### src/rtl/dma_burst_ctrl_pkg.sv
// dma_burst_ctrl_pkg
// Shared definitions for the DMA burst controller: AXI field widths reused by
// the controller parameters, the 4 KB burst boundary, and the FSM encoding.
package dma_burst_ctrl_pkg;

  localparam int AXI_ADDR_W   = 32;
  localparam int AXI_LEN_W    = 8;
  localparam int DMA_BOUNDARY = 4096;

  typedef enum logic [2:0] {
    ST_IDLE  = 3'd0,
    ST_CALC  = 3'd1,
    ST_WAIT  = 3'd2,
    ST_BEAT  = 3'd3,
    ST_DRAIN = 3'd4,
    ST_DONE  = 3'd5
  } dma_state_t;

endpackage

### src/rtl/dma_burst_len.sv
// dma_burst_len
// Combinational burst sizing: blen = min(rem, max_len+1, beats left before the
// next 4 KB boundary).
// Ports:
//   addr     in   ADDR_W   byte address of the next burst (BPB-aligned)
//   rem      in   CNT_W    beats left in the descriptor
//   max_len  in   LEN_W    burst cap, beats-1 encoding
//   blen     out  CNT_W+1  beats in the burst
module dma_burst_len
  import dma_burst_ctrl_pkg::*;
#(
  parameter int ADDR_W = AXI_ADDR_W,
  parameter int DATA_W = 32,
  parameter int LEN_W  = AXI_LEN_W,
  parameter int CNT_W  = 16
) (
  input  logic [ADDR_W-1:0] addr,
  input  logic [CNT_W-1:0]  rem,
  input  logic [LEN_W-1:0]  max_len,
  output logic [CNT_W:0]    blen
);

  localparam int BW    = $clog2(DMA_BOUNDARY);
  localparam int SHIFT = $clog2(DATA_W/8);
  localparam int W     = CNT_W + 1;

  logic [BW:0]  bytes_left;
  logic [W-1:0] to_bound;
  logic [W-1:0] cap;
  logic [W-1:0] rem_w;
  logic [W-1:0] m1;
  logic         addr_hi_unused;

  // Only the offset inside the 4 KB page matters; an address on the boundary
  // yields the full page (4096 bytes) rather than zero.
  assign bytes_left     = (BW+1)'(DMA_BOUNDARY) - {1'b0, addr[BW-1:0]};
  assign to_bound       = W'(bytes_left >> SHIFT);
  assign cap            = W'(max_len) + W'(1);
  assign rem_w          = W'(rem);
  assign addr_hi_unused = ^addr[ADDR_W-1:BW];

  always_comb begin
    m1   = (rem_w < cap) ? rem_w : cap;
    blen = (m1 < to_bound) ? m1 : to_bound;
  end

endmodule

### src/rtl/dma_burst_ctrl.sv
// dma_burst_ctrl
// Splits one descriptor (base address, word count, direction) into engine
// bursts capped by max_len and never crossing a 4 KB page, and bridges the
// engine's beat interface to a write-source (s_*) or read-sink (m_*) stream.
// Ports:
//   clk, rst_n                      clock, async active-low reset
//   start, dir, base_addr,          descriptor launch and contents
//   n_words, max_len
//   busy, done, err                 status (done is a pulse, err is sticky)
//   s_valid/s_ready/s_data          write-source stream
//   m_valid/m_ready/m_data          read-sink stream (1-entry output register)
//   dma_valid, dma_address,         engine beat request / burst controls
//   dma_wdata, dma_wstrb, dma_len
//   dma_rdata, dma_beat_ready,      engine beat response / status
//   dma_idle, dma_error
//
// state | meaning
// IDLE  | waiting for start
// CALC  | size the next burst, load dma_len
// WAIT  | wait for the engine to go idle before issuing the burst
// BEAT  | move beats; address and length held stable
// DRAIN | wait for engine idle (and read register empty on the last burst)
// DONE  | done pulse, back to IDLE
module dma_burst_ctrl
  import dma_burst_ctrl_pkg::*;
#(
  parameter int ADDR_W = AXI_ADDR_W,
  parameter int DATA_W = 32,
  parameter int LEN_W  = AXI_LEN_W,
  parameter int CNT_W  = 16
) (
  input  logic                clk,
  input  logic                rst_n,
  input  logic                start,
  input  logic                dir,
  input  logic [ADDR_W-1:0]   base_addr,
  input  logic [CNT_W-1:0]    n_words,
  input  logic [LEN_W-1:0]    max_len,
  output logic                busy,
  output logic                done,
  output logic                err,
  input  logic                s_valid,
  output logic                s_ready,
  input  logic [DATA_W-1:0]   s_data,
  output logic                m_valid,
  input  logic                m_ready,
  output logic [DATA_W-1:0]   m_data,
  output logic                dma_valid,
  output logic [ADDR_W-1:0]   dma_address,
  output logic [DATA_W-1:0]   dma_wdata,
  output logic [DATA_W/8-1:0] dma_wstrb,
  input  logic [DATA_W-1:0]   dma_rdata,
  input  logic                dma_beat_ready,
  output logic [LEN_W-1:0]    dma_len,
  input  logic                dma_idle,
  input  logic                dma_error
);

  localparam int SHIFT = $clog2(DATA_W/8);
  localparam int W     = CNT_W + 1;

  dma_state_t        state;
  logic              dir_q;
  logic [ADDR_W-1:0] addr;
  logic [CNT_W-1:0]  rem;
  logic [LEN_W-1:0]  max_len_q;
  logic [W-1:0]      blen;
  logic [W-1:0]      bcnt;
  logic [W-1:0]      blen_c;
  logic              fire;
  logic              last_beat;
  logic              rd_slot;

  dma_burst_len #(
    .ADDR_W (ADDR_W),
    .DATA_W (DATA_W),
    .LEN_W  (LEN_W),
    .CNT_W  (CNT_W)
  ) u_burst_len (
    .addr    (addr),
    .rem     (rem),
    .max_len (max_len_q),
    .blen    (blen_c)
  );

  assign dma_address = addr;
  // Read beats are only requested when the output register can take them.
  assign rd_slot     = !m_valid || m_ready;

  always_comb begin
    dma_valid = 1'b0;
    s_ready   = 1'b0;
    dma_wdata = '0;
    dma_wstrb = '0;
    if (state == ST_BEAT) begin
      if (dir_q) begin
        dma_valid = s_valid;
        s_ready   = dma_beat_ready;
        dma_wdata = s_data;
        dma_wstrb = '1;
      end else begin
        dma_valid = rd_slot;
      end
    end
  end

  assign fire      = dma_valid && dma_beat_ready;
  assign last_beat = fire && (bcnt == blen - W'(1));

  always_ff @(posedge clk or negedge rst_n) begin
    if (!rst_n) begin
      state     <= ST_IDLE;
      busy      <= 1'b0;
      done      <= 1'b0;
      err       <= 1'b0;
      dir_q     <= 1'b0;
      addr      <= '0;
      rem       <= '0;
      max_len_q <= '0;
      blen      <= '0;
      bcnt      <= '0;
      dma_len   <= '0;
      m_valid   <= 1'b0;
      m_data    <= '0;
    end else begin
      done <= 1'b0;
      if (dma_error && state != ST_IDLE) err <= 1'b1;

      if (fire && !dir_q) begin
        m_data  <= dma_rdata;
        m_valid <= 1'b1;
      end else if (m_ready) begin
        m_valid <= 1'b0;
      end

      case (state)
        ST_IDLE: begin
          if (start) begin
            if (n_words != '0) begin
              dir_q     <= dir;
              addr      <= base_addr;
              rem       <= n_words;
              max_len_q <= max_len;
              err       <= 1'b0;
              busy      <= 1'b1;
              state     <= ST_CALC;
            end else begin
              done  <= 1'b1;
              state <= ST_DONE;
            end
          end
        end
        ST_CALC: begin
          blen    <= blen_c;
          dma_len <= LEN_W'(blen_c - W'(1));
          bcnt    <= '0;
          // Burst not yet issued: an error here drops it outright.
          if (dma_error) begin
            rem   <= '0;
            state <= ST_DRAIN;
          end else begin
            state <= ST_WAIT;
          end
        end
        ST_WAIT: begin
          if (dma_error) begin
            rem   <= '0;
            state <= ST_DRAIN;
          end else if (dma_idle) begin
            state <= ST_BEAT;
          end
        end
        ST_BEAT: begin
          if (fire) begin
            if (last_beat) begin
              addr  <= addr + (ADDR_W'(blen) << SHIFT);
              // After an error the burst is finished but nothing else is issued.
              rem   <= (err || dma_error) ? '0 : rem - CNT_W'(blen);
              state <= ST_DRAIN;
            end else begin
              bcnt <= bcnt + W'(1);
            end
          end
        end
        ST_DRAIN: begin
          if (dma_error) begin
            rem <= '0;
          end else if (dma_idle) begin
            if (rem == '0) begin
              if (dir_q || !m_valid) begin
                done  <= 1'b1;
                busy  <= 1'b0;
                state <= ST_DONE;
              end
            end else begin
              state <= ST_CALC;
            end
          end
        end
        ST_DONE: state <= ST_IDLE;
        default: state <= ST_IDLE;
      endcase
    end
  end

endmodule

### config.mk
export PLATFORM = sky130hd
export DESIGN_NAME = dma_burst_ctrl
export DESIGN_NICKNAME = d
export VERILOG_FILES = /design/src/rtl/dma_burst_ctrl_pkg.sv /design/src/rtl/dma_burst_len.sv /design/src/rtl/dma_burst_ctrl.sv
export SDC_FILE = /design/constraint.sdc
export NUM_CORES = 1
export LEC_CHECK = 0
export ABC_AREA = 1
export CELL_PAD_IN_SITES_DETAIL_PLACEMENT = 1
export CELL_PAD_IN_SITES_GLOBAL_PLACEMENT = 1
export CORE_AREA = 2 2 172 174
export CTS_BUF_LIST = sky130_fd_sc_hd__clkbuf_8 sky130_fd_sc_hd__clkbuf_16
export DETAILED_ROUTE_END_ITERATION = 10
export DIE_AREA = 0 0 174 176
export PLACE_DENSITY_LB_ADDON = 0.1
export SYNTH_ARGS = -nofsm -noshare
export SYNTH_HDL_FRONTEND = slang
export SYNTH_SLANG_ARGS = --single-unit
### constraint.sdc
create_clock -name clk -period 4.73 [get_ports clk]
set_input_delay 1.419 -clock clk [delete_from_list [all_inputs] [get_ports clk]]
set_output_delay 1.419 -clock clk [all_outputs]
set_load 0.02 [all_outputs]
==> results of run 1 <==
## final cells by class
class / instances / share of cell area (%)
inverter: 123 / 3.36
sequential: 137 / 25.0
timing repair buffer: 258 / 18.6
multi-input combinational: 1150 / 45.0
clock inverter: 13 / 1.48
tap: 384 / 3.50
clock buffer: 17 / 3.10
## layout by cell type (no fill, tap or decap), drive strengths merged, types with 32 or more instances in the layout
cell type / instances
a21oi: 62
mux2: 32
nand3: 107
nand2: 459
inv: 124
dfrtp: 137
nor2: 151
ha: 53
xor2: 41
clkdlybuf4s50: 241
o21ai: 101
## what timing repair did
action                     CTS  global route
hold buffers                 0             0
setup endpoints to repair    0            15
gates resized for setup      0            12
setup buffers                0             3
## report_power, final
group | switching, W | total [W] | leakage (nW) | internal, W
combinational | 0.00336 | 0.00548 | 4.32 | 0.00211
clock | 0.000546 | 0.00147 | 0.308 | 0.000927
sequential | 0.000551 | 0.00220 | 1.75 | 0.00165
total | 0.00446 | 0.00915 | 6.37 | 0.00469
## synthesized netlist by cell type (all sizes together) (25+ instances only)
cell type  number
ha             53
inv           121
nor3           29
a21oi          62
dfrtp         137
o21ai         101
nor2          151
buf            25
mux2           32
nand3         107
nand2         459
xor2           41
## logic make-up after synthesis
family,count (synthesis),synth area share (%)
fa+ha+maj,55,6.84
simple gates,804,33.7
flops,137,33.4
buf+inv,171,6.92
xor+xnor,60,5.12
mux,34,3.70
other cells,1,0.0365
compound gates,194,10.4
## registers in the layout, summed over array words and instances, names as in the netlist
| name | count |
|---|---|
| blen | 16 |
| m_valid | 1 |
| dma_address | 32 |
| dir_q | 1 |
| m_data | 32 |
| rem | 16 |
| dma_len | 8 |
| done | 1 |
| state | 3 |
| busy | 1 |
| max_len_q | 8 |
| err | 1 |
| bcnt | 17 |
## worst reg2reg max path: cells and delay by family, from the launching register on
| family | cells | cell delay (ns) |
|---|---|---|
| DFF | 1 | 0.39 |
| AOI/OAI and AO/OA | 4 | 0.57 |
| adders and majority gates | 4 | 1.02 |
| and+or+nand+nor | 13 | 1.86 |
| buffers and inverters | 4 | 0.41 |
## layer usage
metal	share of wire, %	wire (um)
met2	51	18300
met1	45	16100
met3	3.4	1240
met4	1.1	400
met5	0	0
## worst paths after layout
| path | start | to | slack, ns | cells past startpoint |
|---|---|---|---|---|
| setup / recovery | max_len_q[0] | dma_len[2] | 0.43 | 25 |
| hold / removal | dma_len[1] | dma_len[1] | 0.49 | 2 |
| setup reg to reg | max_len_q[0] | dma_len[2] | 0.43 | 25 |
| hold reg to reg | dma_len[1] | dma_len[1] | 0.49 | 2 |
| max in group asynchronous | rst_n | m_data[20] | 2.86 | 2 |
| min in group asynchronous | rst_n | dma_address[31] | 1.01 | 1 |
## stage by stage
| stage | utilization, % | cell area (um2) | total power, W |
|---|---|---|---|
| after global placement | 45.7 | 13100 | 0.00749 |
| after global routing | 48.1 | 13700 | 0.00996 |
| after floorplan | - | 10300 | 0.00567 |
| after CTS | 47.9 | 13700 | 0.00919 |
| after detailed placement | 45.7 | 13100 | 0.00766 |
| final | 48.1 | 13700 | 0.00915 |
==> results.ini, run 1 <==
[global_route]
busiest_layer=met2
grt_pass1_vias=11000
grt_max_degree=72
grt.overflow.total=0
met1_usage_pct=30.1
use_met2_pct=42.6
antenna_found_initial=0
track_usage_pct=23.8
use_met3_pct=3.66
grt_pass1_wl_um=58400

[cells_and_area]
layoutNonFillerInstCount=2082
multiInputGateArea_um2=6180
seq_area_um2=3430
nNetsFinal=1871
area_growth_pct=33.7
fill_cells=3641
drive_gt1_share_pct=7.71
num_antenna_cells=0

[logic_synthesis]
ys_seq_area_share_pct=33.4
synth.area.top_cells=dfrtp_1, nand2_1, ha_1
yosysTopAreaCell=dfrtp_1
synth_area_per_cell_um2=7.06
synth-edff-count=0
ys.flop_type=dfrtp_1
ys_async_sr_fraction_pct=100
syn_inst=1456
ys_ff_latch=137
ys_types=57
yosys_warnings=0
synth_area_um2=10300
synth_top_area_share_pct=33.4

[timing]
setup_violations=0
report.final.hold_viol_count=0
worst_slack_ns=0.426
period_share_pct=91.0
fmax_ghz=0.232
drv_slew=0
period_needed_ns=4.30
fin_skew_ns=0.00980
worstMarginPinSlew_ns=0.828
fin_tns_setup_ns=0
holdWs_ns=0.491
slew_headroom_pct=44.6

[critical_path]
path_buf_inv=4
cpPeakStageDelay_ns=0.39
slowest_stage=dfrtp_1
crit_required_ns=5.08
path_max_fanout=17
start_kind=flop
critical-path-top-delay-family=simple AND/OR/NAND/NOR gates
critPathKind=flop to flop
crit_path_end_kind=flop
cp.arrival_ns=4.65
crit_path_frequent_cell=ha_1

[die]
num_io_pins=243
die_width_um=174
die_area_um2=30600
row_count=62
core_area_um2=28500
die_h_um=176
initial_utilization_pct=36.0

[clocking]
clk_pin_slew_ns=0.06
cts_buffers=17
root_buffer=clkbuf_16
clk_latency_ns=0.44
cts_tree=built
cts.sinks=137
cts_buffer_depth=2
h-tree-depth=4

[placed_design]
place_congestion=0.851
dp_hpwl_um=27700
port_buffers=242
dp_slack_ns=0.0922
dp_cells=2048

[pwr]
leakagePower_nw=6.37
p_per_area_nw_per_um2=666
vdd_drop_max_uv=235

[detailed_routing]
vias=10600
drt_iter0_markers=419
drt_first_pass_iters=5
drc=0
routed_wl_um=36100
vias_per_cell=5.09
wl_per_cell_um=17.3
antenna_left=0

[status]
outcome=finished, final reports clean

[hold_path]
min_path_type=flop to flop

[job]
cap_violations=0

No activity file was read; power rests on OpenSTA's default activity.
==> inputs of run 2 (changes only) <==
--- a/config.mk
+++ b/config.mk
@@ -6,6 +6,7 @@
 export NUM_CORES = 1
 export LEC_CHECK = 0
 export ABC_AREA = 1
+export CAP_MARGIN = 20
 export CELL_PAD_IN_SITES_DETAIL_PLACEMENT = 1
 export CELL_PAD_IN_SITES_GLOBAL_PLACEMENT = 1
 export CORE_AREA = 2 2 172 174
==> results of run 2 <==
Same layout as run 1: the final DEF is identical, and so are final timing and power.
